===== config.mk =====
export PLATFORM = sky130hd
export DESIGN_NAME = alu_cmd_seq_flat
export DESIGN_NICKNAME = d
export VERILOG_FILES = /design/src/rtl/alu_pkg.sv /design/src/rtl/alu_cmd_seq_if.sv /design/src/rtl/alu_cmd_seq.sv /design/src/flat_wrapper.sv
export SDC_FILE = /design/constraint.sdc
export NUM_CORES = 1
export LEC_CHECK = 0
export ABC_AREA = 1
export CAP_MARGIN = 0
export CORE_MARGIN = 3
export CORE_UTILIZATION = 42
export CTS_CLUSTER_DIAMETER = 50
export DETAILED_ROUTE_END_ITERATION = 10
export PLACE_DENSITY = 0.79
export SKIP_LAST_GASP = 1
export SLEW_MARGIN = 5
export SYNTH_ARGS = -nofsm -noshare
export SYNTH_HDL_FRONTEND = slang
export SYNTH_SLANG_ARGS = --single-unit

===== constraint.sdc =====
create_clock -name clk -period 1.32 [get_ports clk]
set_input_delay 0.264 -clock clk [delete_from_list [all_inputs] [get_ports clk]]
set_output_delay 0.264 -clock clk [all_outputs]
set_load 0.005 [all_outputs]

===== src/rtl/alu_pkg.sv =====
// rtl/alu_pkg.sv - shared opcodes, sequencer states and default width for the 4-bit ALU
package alu_pkg;

   localparam int WIDTH_DEF = 4;

   localparam logic [2:0] ALU_ADD  = 3'b000;
   localparam logic [2:0] ALU_SUB  = 3'b001;
   localparam logic [2:0] ALU_NOT  = 3'b010;
   localparam logic [2:0] ALU_AND  = 3'b011;
   localparam logic [2:0] ALU_OR   = 3'b100;
   localparam logic [2:0] ALU_XOR  = 3'b101;
   localparam logic [2:0] ALU_LESS = 3'b110;
   localparam logic [2:0] ALU_EQ   = 3'b111;

   typedef enum logic [1:0] {
      IDLE = 2'd0,
      EXEC = 2'd1,
      HOLD = 2'd2
   } state_e;

endpackage


===== src/rtl/alu_cmd_seq_if.sv =====
// rtl/alu_cmd_seq_if.sv - command, ALU-side and response signals of the ALU command sequencer
interface alu_cmd_seq_if #(
   parameter int WIDTH = 4,
   parameter int CNT_W = 8
);
   logic             cmd_valid;
   logic             cmd_ready;
   logic [2:0]       cmd_op;
   logic [WIDTH-1:0] cmd_a;
   logic [WIDTH-1:0] cmd_b;
   logic             cmd_acc;

   logic [WIDTH-1:0] alu_a;
   logic [WIDTH-1:0] alu_b;
   logic [2:0]       alu_ctr;
   logic [WIDTH-1:0] alu_out;
   logic             alu_of;
   logic             alu_zf;
   logic             alu_cf;
   logic             alu_less;

   logic             rsp_valid;
   logic             rsp_ready;
   logic [WIDTH-1:0] rsp_result;
   logic             rsp_of;
   logic             rsp_zf;
   logic             rsp_cf;
   logic             rsp_less;

   logic [WIDTH-1:0] acc;
   logic [CNT_W-1:0] op_cnt;

   modport slave (
      input  cmd_valid, cmd_op, cmd_a, cmd_b, cmd_acc,
      input  alu_out, alu_of, alu_zf, alu_cf, alu_less,
      input  rsp_ready,
      output cmd_ready, alu_a, alu_b, alu_ctr,
      output rsp_valid, rsp_result, rsp_of, rsp_zf, rsp_cf, rsp_less,
      output acc, op_cnt
   );

   modport master (
      output cmd_valid, cmd_op, cmd_a, cmd_b, cmd_acc,
      output alu_out, alu_of, alu_zf, alu_cf, alu_less,
      output rsp_ready,
      input  cmd_ready, alu_a, alu_b, alu_ctr,
      input  rsp_valid, rsp_result, rsp_of, rsp_zf, rsp_cf, rsp_less,
      input  acc, op_cnt
   );
endinterface


===== src/rtl/alu_cmd_seq.sv =====
// rtl/alu_cmd_seq.sv - IDLE/EXEC/HOLD sequencer feeding the combinational ALU and returning its result
// Optional sticky overflow flag: ALU_CMD_SEQ_STICKY_OF_EN
module alu_cmd_seq
   import alu_pkg::*;
#(
   parameter int WIDTH = WIDTH_DEF,
   parameter int CNT_W = 8
) (
   input  logic clk,
   input  logic rst,
`ifdef ALU_CMD_SEQ_STICKY_OF_EN
   input  logic sticky_clr,
   output logic sticky_of,
`endif
   alu_cmd_seq_if.slave bus
);

   localparam logic [1:0] S_IDLE = IDLE;
   localparam logic [1:0] S_EXEC = EXEC;
   localparam logic [1:0] S_HOLD = HOLD;

   logic [1:0]       state_q, state_d;
   logic [WIDTH-1:0] alu_a_q, alu_a_d;
   logic [WIDTH-1:0] alu_b_q, alu_b_d;
   logic [2:0]       alu_ctr_q, alu_ctr_d;
   logic [WIDTH-1:0] result_q, result_d;
   logic [3:0]       flags_q, flags_d;
   logic             rsp_valid_q, rsp_valid_d;
   logic [WIDTH-1:0] acc_q, acc_d;
   logic [CNT_W-1:0] op_cnt_q, op_cnt_d;
   logic             cmd_ready;
   logic             take;

   assign cmd_ready = (state_q == S_IDLE) || (state_q == S_HOLD && bus.rsp_ready);
   assign take      = bus.cmd_valid && cmd_ready;

   always_comb begin
      state_d     = state_q;
      alu_a_d     = alu_a_q;
      alu_b_d     = alu_b_q;
      alu_ctr_d   = alu_ctr_q;
      result_d    = result_q;
      flags_d     = flags_q;
      rsp_valid_d = rsp_valid_q;
      acc_d       = acc_q;
      op_cnt_d    = op_cnt_q;
      case (state_q)
         S_EXEC: begin
            result_d    = bus.alu_out;
            acc_d       = bus.alu_out;
            flags_d     = {bus.alu_of, bus.alu_zf, bus.alu_cf, bus.alu_less};
            rsp_valid_d = 1'b1;
            state_d     = S_HOLD;
         end
         S_HOLD: begin
            if (bus.rsp_ready) begin
               op_cnt_d    = op_cnt_q + CNT_W'(1);
               rsp_valid_d = 1'b0;
               state_d     = S_IDLE;
            end
         end
         S_IDLE: ;
         default: state_d = S_IDLE;
      endcase
      // acc_q already holds the result captured in the previous EXEC
      if (take) begin
         alu_a_d   = bus.cmd_acc ? acc_q : bus.cmd_a;
         alu_b_d   = bus.cmd_b;
         alu_ctr_d = bus.cmd_op;
         state_d   = S_EXEC;
      end
   end

   always_ff @(posedge clk or posedge rst) begin
      if (rst) begin
         state_q     <= S_IDLE;
         alu_a_q     <= '0;
         alu_b_q     <= '0;
         alu_ctr_q   <= '0;
         result_q    <= '0;
         flags_q     <= '0;
         rsp_valid_q <= 1'b0;
         acc_q       <= '0;
         op_cnt_q    <= '0;
      end else begin
         state_q     <= state_d;
         alu_a_q     <= alu_a_d;
         alu_b_q     <= alu_b_d;
         alu_ctr_q   <= alu_ctr_d;
         result_q    <= result_d;
         flags_q     <= flags_d;
         rsp_valid_q <= rsp_valid_d;
         acc_q       <= acc_d;
         op_cnt_q    <= op_cnt_d;
      end
   end

`ifdef ALU_CMD_SEQ_STICKY_OF_EN
   logic sticky_q, sticky_d;

   always_comb begin
      sticky_d = sticky_q;
      if (sticky_clr)
         sticky_d = 1'b0;
      if (state_q == S_EXEC && bus.alu_of)
         sticky_d = 1'b1;
   end

   always_ff @(posedge clk or posedge rst) begin
      if (rst)
         sticky_q <= 1'b0;
      else
         sticky_q <= sticky_d;
   end

   assign sticky_of = sticky_q;
`endif

   assign bus.cmd_ready  = cmd_ready;
   assign bus.alu_a      = alu_a_q;
   assign bus.alu_b      = alu_b_q;
   assign bus.alu_ctr    = alu_ctr_q;
   assign bus.rsp_valid  = rsp_valid_q;
   assign bus.rsp_result = result_q;
   assign bus.rsp_of     = flags_q[3];
   assign bus.rsp_zf     = flags_q[2];
   assign bus.rsp_cf     = flags_q[1];
   assign bus.rsp_less   = flags_q[0];
   assign bus.acc        = acc_q;
   assign bus.op_cnt     = op_cnt_q;

endmodule


===== src/flat_wrapper.sv =====
// flat-port wrapper written by rule: the top's interface ports become plain ports
module alu_cmd_seq_flat import alu_pkg::*;
#(
   parameter int WIDTH = WIDTH_DEF,
   parameter int CNT_W = 8
)
  (clk, rst, bus_cmd_valid, bus_cmd_op, bus_cmd_a, bus_cmd_b, bus_cmd_acc, bus_alu_out, bus_alu_of, bus_alu_zf, bus_alu_cf, bus_alu_less, bus_rsp_ready, bus_cmd_ready, bus_alu_a, bus_alu_b, bus_alu_ctr, bus_rsp_valid, bus_rsp_result, bus_rsp_of, bus_rsp_zf, bus_rsp_cf, bus_rsp_less, bus_acc, bus_op_cnt);
  alu_cmd_seq_if #(.WIDTH(WIDTH), .CNT_W(CNT_W)) bus_i ();
  input  logic clk;
  input  logic rst;
  input wire logic [$bits(bus_i.cmd_valid)-1:0] bus_cmd_valid;
  input wire logic [$bits(bus_i.cmd_op)-1:0] bus_cmd_op;
  input wire logic [$bits(bus_i.cmd_a)-1:0] bus_cmd_a;
  input wire logic [$bits(bus_i.cmd_b)-1:0] bus_cmd_b;
  input wire logic [$bits(bus_i.cmd_acc)-1:0] bus_cmd_acc;
  input wire logic [$bits(bus_i.alu_out)-1:0] bus_alu_out;
  input wire logic [$bits(bus_i.alu_of)-1:0] bus_alu_of;
  input wire logic [$bits(bus_i.alu_zf)-1:0] bus_alu_zf;
  input wire logic [$bits(bus_i.alu_cf)-1:0] bus_alu_cf;
  input wire logic [$bits(bus_i.alu_less)-1:0] bus_alu_less;
  input wire logic [$bits(bus_i.rsp_ready)-1:0] bus_rsp_ready;
  output wire logic [$bits(bus_i.cmd_ready)-1:0] bus_cmd_ready;
  output wire logic [$bits(bus_i.alu_a)-1:0] bus_alu_a;
  output wire logic [$bits(bus_i.alu_b)-1:0] bus_alu_b;
  output wire logic [$bits(bus_i.alu_ctr)-1:0] bus_alu_ctr;
  output wire logic [$bits(bus_i.rsp_valid)-1:0] bus_rsp_valid;
  output wire logic [$bits(bus_i.rsp_result)-1:0] bus_rsp_result;
  output wire logic [$bits(bus_i.rsp_of)-1:0] bus_rsp_of;
  output wire logic [$bits(bus_i.rsp_zf)-1:0] bus_rsp_zf;
  output wire logic [$bits(bus_i.rsp_cf)-1:0] bus_rsp_cf;
  output wire logic [$bits(bus_i.rsp_less)-1:0] bus_rsp_less;
  output wire logic [$bits(bus_i.acc)-1:0] bus_acc;
  output wire logic [$bits(bus_i.op_cnt)-1:0] bus_op_cnt;
  assign bus_i.cmd_valid = bus_cmd_valid;
  assign bus_i.cmd_op = bus_cmd_op;
  assign bus_i.cmd_a = bus_cmd_a;
  assign bus_i.cmd_b = bus_cmd_b;
  assign bus_i.cmd_acc = bus_cmd_acc;
  assign bus_i.alu_out = bus_alu_out;
  assign bus_i.alu_of = bus_alu_of;
  assign bus_i.alu_zf = bus_alu_zf;
  assign bus_i.alu_cf = bus_alu_cf;
  assign bus_i.alu_less = bus_alu_less;
  assign bus_i.rsp_ready = bus_rsp_ready;
  assign bus_cmd_ready = bus_i.cmd_ready;
  assign bus_alu_a = bus_i.alu_a;
  assign bus_alu_b = bus_i.alu_b;
  assign bus_alu_ctr = bus_i.alu_ctr;
  assign bus_rsp_valid = bus_i.rsp_valid;
  assign bus_rsp_result = bus_i.rsp_result;
  assign bus_rsp_of = bus_i.rsp_of;
  assign bus_rsp_zf = bus_i.rsp_zf;
  assign bus_rsp_cf = bus_i.rsp_cf;
  assign bus_rsp_less = bus_i.rsp_less;
  assign bus_acc = bus_i.acc;
  assign bus_op_cnt = bus_i.op_cnt;
  alu_cmd_seq #(.WIDTH(WIDTH), .CNT_W(CNT_W)) u_core (.clk(clk), .rst(rst), .bus(bus_i));
endmodule

Word level (Yosys, flattened, before mapping)
Index checks and enable logic that the tools add are counted.
W data, S select, Z words.
{ "word_totals": {"regBits": 30, "output_inout_bits": 33, "word_cells": 28} }
{ "op_classes": {"n_addsub": 1, "eq_ne": 5, "n_mux": 6, "n_reduce_logical": 8} }
{ "ops": {"columns": ["cell", "count"], "rows": [
  ["$add A8 B1 Y8 const B", 1],
  ["$pmux W2 S3", 1],
  ["$reduce_and A2 Y1", 3],
  ["$mux W2", 2],
  ["$mux W4", 1],
  ["$ne A3 B2 Y1 const B", 1],
  ["$eq A2 B1 Y1 const B", 1],
  ["$eq A2 B2 Y1 const B", 1],
  ["$logic_and A1 B1 Y1", 2],
  ["$logic_not A2 Y1", 1],
  ["$ne A2 B1 Y1 const B", 1],
  ["$ne A2 B2 Y1 const B", 1],
  ["$pmux W1 S2", 1],
  ["$reduce_bool A2 Y1", 1],
  ["$logic_or A1 B1 Y1", 1],
  ["$mux W1", 1]
]} }

Logic depth before layout (Yosys ltp)
{ "depth": {"word_depth": 6, "depth_mapped": 7, "ltp_nobuf": 7} }

Worst setup path after synthesis
OpenSTA, ideal clock, no wires.
{ "synth_path": {"path_kind": "register to register", "start": "reg u_core.state_q[1]", "end": "reg u_core.result_q[0], in the netlist u_core.bus.rsp_result[0]", "setup_time_ns": 0.125, "t_arrival_ns": 0.980, "slack_ns": 0.216, "stages_incl_launch_ff": 4, "n_path_buf": 0, "synth_period_minus_slack_ns": 1.104, "path_cell_list": "dfrtp_1 -> inv_1 -> nand2_4 -> mux2_2"} }
{ "synth_via": {"elab_chain_len": 1} }
{ "synth_lines": {"columns": ["item", "line", "rtl"], "rows": [
  ["start, declared", "alu_cmd_seq.sv:22", "logic [1:0] state_q, state_d;"],
  ["start signal, assigned", "alu_cmd_seq.sv:86", "state_q <= state_d;"],
  ["$eq A2 B1 Y1", "alu_cmd_seq.sv:47", "case (state_q)"],
  ["end signal, assigned", "alu_cmd_seq.sv:90", "result_q <= result_d;"],
  ["end, declared", "alu_cmd_seq.sv:26", "logic [WIDTH-1:0] result_q, result_d;"]
]} }
No other way between the ends.
A chain may end at the register's enable or synchronous reset.

Worst setup path after layout
{ "layout_path": {"start": "reg u_core.state_q[1]", "end": "out bus_cmd_ready"} }
{ "layout_via": {"elab_chain_len": 3, "word_cells_on_any_way": 4} }
{ "layout_lines": {"columns": ["item", "line", "rtl"], "rows": [
  ["$eq A2 B2 Y1", "alu_cmd_seq.sv:34", "assign cmd_ready = (state_q == S_IDLE) || (state_q == S_HOLD && bus.rsp_ready);"],
  ["$logic_and A1 B1 Y1", "alu_cmd_seq.sv:34", null],
  ["$logic_or A1 B1 Y1 (*)", "alu_cmd_seq.sv:34", null],
  ["end, declared", "flat_wrapper.sv:22", "output wire logic [$bits(bus_i.cmd_ready)-1:0] bus_cmd_ready;"]
]} }
Mark *: on every way between the ends. The rest lies on a longest branch, timed or not.

==> impl_metrics.json <==
{
  "grt_overflow": 0,
  "worstSetupPathType": "reg -> out",
  "clockBufferDepth": 2,
  "cts_tree": "done",
  "final_nets": 235,
  "cts_buffers": 5,
  "rsz0062_at_grt": "yes",
  "port-buffer-count": 56,
  "min_period_ps": 1302,
  "power.density_mw_per_mm2": 1514,
  "ctsHoldBuffers": 0,
  "start_util_pct": 46.64,
  "synthDistinctLibCells": 24,
  "drv_slew": 0,
  "cp.arrival_ps": 1040,
  "leakagePower_nw": 1.090,
  "floorplan.rows": 19,
  "crit_fanout": 2,
  "drive_gt1_share_pct": 26.07,
  "clockPowerShare_pct": 18.0,
  "required_ps": 1060,
  "synth-edff-count": 0,
  "status": "finished, final reports clean",
  "die-height_um": 62.75,
  "syn_area_mm2": 0.001353,
  "crit_path_end_kind": "output pin",
  "worst_slack_ps": 17.54,
  "drt_iter0_drc": 32,
  "synth_top_area_share_pct": 55.50,
  "syn2layout_area_growth_pct": 54.39,
  "routed_wl_um": 3023,
  "drc": 0,
  "antenna_found_initial": 0,
  "die_w_um": 62.75,
  "grt_max_degree": 31,
  "place_congestion": 0.7957,
  "post-route-period-util_pct": 98.67,
  "io-pin-count": 57,
  "clk_pin_slew_worst_paths_ps": 100,
  "drtAntennaViolNets": 0,
  "yosys.area.top_type": "dfrtp_1",
  "routed_via_density": 4.573,
  "dpl.hpwl_um": 2256,
  "min_path_type": "in -> async",
  "core_area_mm2": 0.002900,
  "place_area_mm2": 0.001989,
  "maxSlewHeadroom_pct": 85.41,
  "ir_drop_mv": 1.172,
  "swShare_pct": 30.96,
  "synthTopCellsByCount": "48 x nand2_1, 30 x dfrtp_1, 9 x inv_1",
  "skew_ps": 11.64,
  "synth.avg_cell_area_um2": 10.09,
  "final_area_mm2": 0.002088,
  "place_ws_ps": -524.3,
  "internal_power_mw": 2.183,
  "vias": 1157,
  "synth_nets": 159,
  "firstDrtPassIters": 4,
  "synthTopCellsByArea": "dfrtp_1 56%, nand2_1 13%, mux2_2 6.7%",
  "power_mw": 3.162,
  "combPwrFrac_pct": 39.6,
  "die-area_mm2": 0.003938,
  "critPathLaunchType": "flop",
  "setup_viol": 0,
  "grt_use_total_pct": 17.80,
  "synth_seq_cells": 30,
  "worstSkewPairLatency_ps": 340,
  "grt_pass1_wl_um": 5485,
  "n_antenna_cell": 0,
  "root_buffer": "clkbuf_4",
  "fillCellCount": 238,
  "fin_setup_tns_ps": 0,
  "p_switching_mw": 0.9788,
  "clock-sinks": 30,
  "synthCells": 134,
  "wl_per_cell_um": 11.95,
  "hold_viol": 0,
  "worst-slew-pin-transition_ps": 216.6,
  "maxCapViolCount": 0,
  "synth_seq_area_share_pct": 55.50,
  "async_reset_ff_share_pct": 100.0,
  "htreeDepth": 2,
  "p_seq_share_pct": 42.4,
  "grt_pass1_vias": 1295,
  "yosysWarnings": 0,
  "max_freq_mhz": 767.8,
  "synth.most_common_cell": "nand2_1",
  "synth_flop_cell": "dfrtp_1"
}
placed cells by master (no fill, tap or decap), drive strengths merged, types with 3 or more instances in the layout:
| cell type | Yosys | final |
|---|---|---|
| nor2 | 3 | 3 |
| nand2 | 51 | 51 |
| buf | 5 | 18 |
| dfrtp | 30 | 30 |
| inv | 12 | 12 |
| or2 | 4 | 4 |
| o21ai | 9 | 9 |
| clkbuf | 0 | 10 |
| clkdlybuf4s50 | 0 | 22 |
| mux2 | 8 | 8 |
| nand3 | 5 | 5 |
| dlygate4sd2 | 0 | 30 |
through the flow:
step                      std cells  hold WS, ps  util, %
after detailed placement        234        468.3    68.59
final                           253        259.9    72.00
after global placement          234        460.1    68.59
after CTS                       253        261.7    72.04
after global routing            253        286.8    72.00
after floorplan                 134        354.8        -
final timing paths:
kind | from | endpoint | slack (ps) | depth (start not counted)
max in group asynchronous | rst | u_core.bus.alu_ctr[1] | 890 | 3
min in group clk | bus_cmd_op[0] | u_core.bus.alu_ctr[0] | 470 | 3
worst max-delay path | u_core.state_q[1] | bus_cmd_ready | 20 | 2
worst min register to register | u_core.bus.rsp_valid | u_core.bus.rsp_valid | 490 | 2
worst min-delay path | rst | u_core.bus.op_cnt[3] | 260 | 3
worst max register to register | u_core.state_q[0] | u_core.bus.op_cnt[7] | 100 | 7
per-layer routing:
| layer | track usage [%] | part of all wire (%) | up-vias |
|---|---|---|---|
| li1 | - | - | 567 |
| met1 | 18.61 | 38 | 542 |
| met2 | 31.16 | 50 | 41 |
| met3 | 6.655 | 9.7 | 7 |
| met4 | 8.815 | 2.1 | 0 |
| met5 | 0 | 0 | - |
cell families (layout without fill, tap and decap cells):
| logic type | count (synthesis) | after routing | share of synthesized area, % |
|---|---|---|---|
| AND/OR/NAND/NOR | 65 | 65 | 23.03 |
| buffers and inverters | 17 | 94 | 6.568 |
| multiplexers | 8 | 8 | 6.661 |
| flip-flops | 30 | 30 | 55.50 |
| XOR/XNOR | 3 | 3 | 1.943 |
| adder cells (fa/ha/maj) | 1 | 1 | 0.9249 |
| AO/OA/AOI/OAI | 10 | 10 | 5.365 |
power groups by stage:
stage	registers, mW	logic (mW)	clock network, mW
after global placement	1.39	1.29	0
after detailed placement	1.41	1.31	0
after CTS	1.34	1.27	0.585
after global routing	1.38	1.38	0.625
after floorplan	1.42	0.496	0
final	1.34	1.25	0.570
sequential cells by signal, indices dropped and copies added (netlist names):
register,cells
u_core.bus.alu_a,4
u_core.bus.alu_b,4
u_core.bus.alu_ctr,3
u_core.bus.op_cnt,8
u_core.bus.rsp_result,4
u_core.bus.rsp_valid,1
u_core.flags_q,4
u_core.state_q,2
area by class of cell:
type / instances / area [µm²] / share of cell area [%]
clock buffer: 7 / 55.05 / 2.636
clock inverter: 1 / 5.005 / 0.2397
inverter: 12 / 47.55 / 2.277
multi-input combinational: 87 / 518.0 / 24.81
sequential: 30 / 750.7 / 35.95
tap: 42 / 52.55 / 2.516
timing repair buffer: 74 / 659.4 / 31.58
critical path, stage by stage (launching register included):
cell,delay [ps]
dfrtp_1,420
a21oi_4,160
clkbuf_2,130
what timing repair did:
item / in CTS / in global routing
resized for setup: 34 / 10
pin swaps: 0 / 2
setup buffers: 11 / 0
setup endpoints to repair: 33 / 5
(Power assumes the default switching activity.)
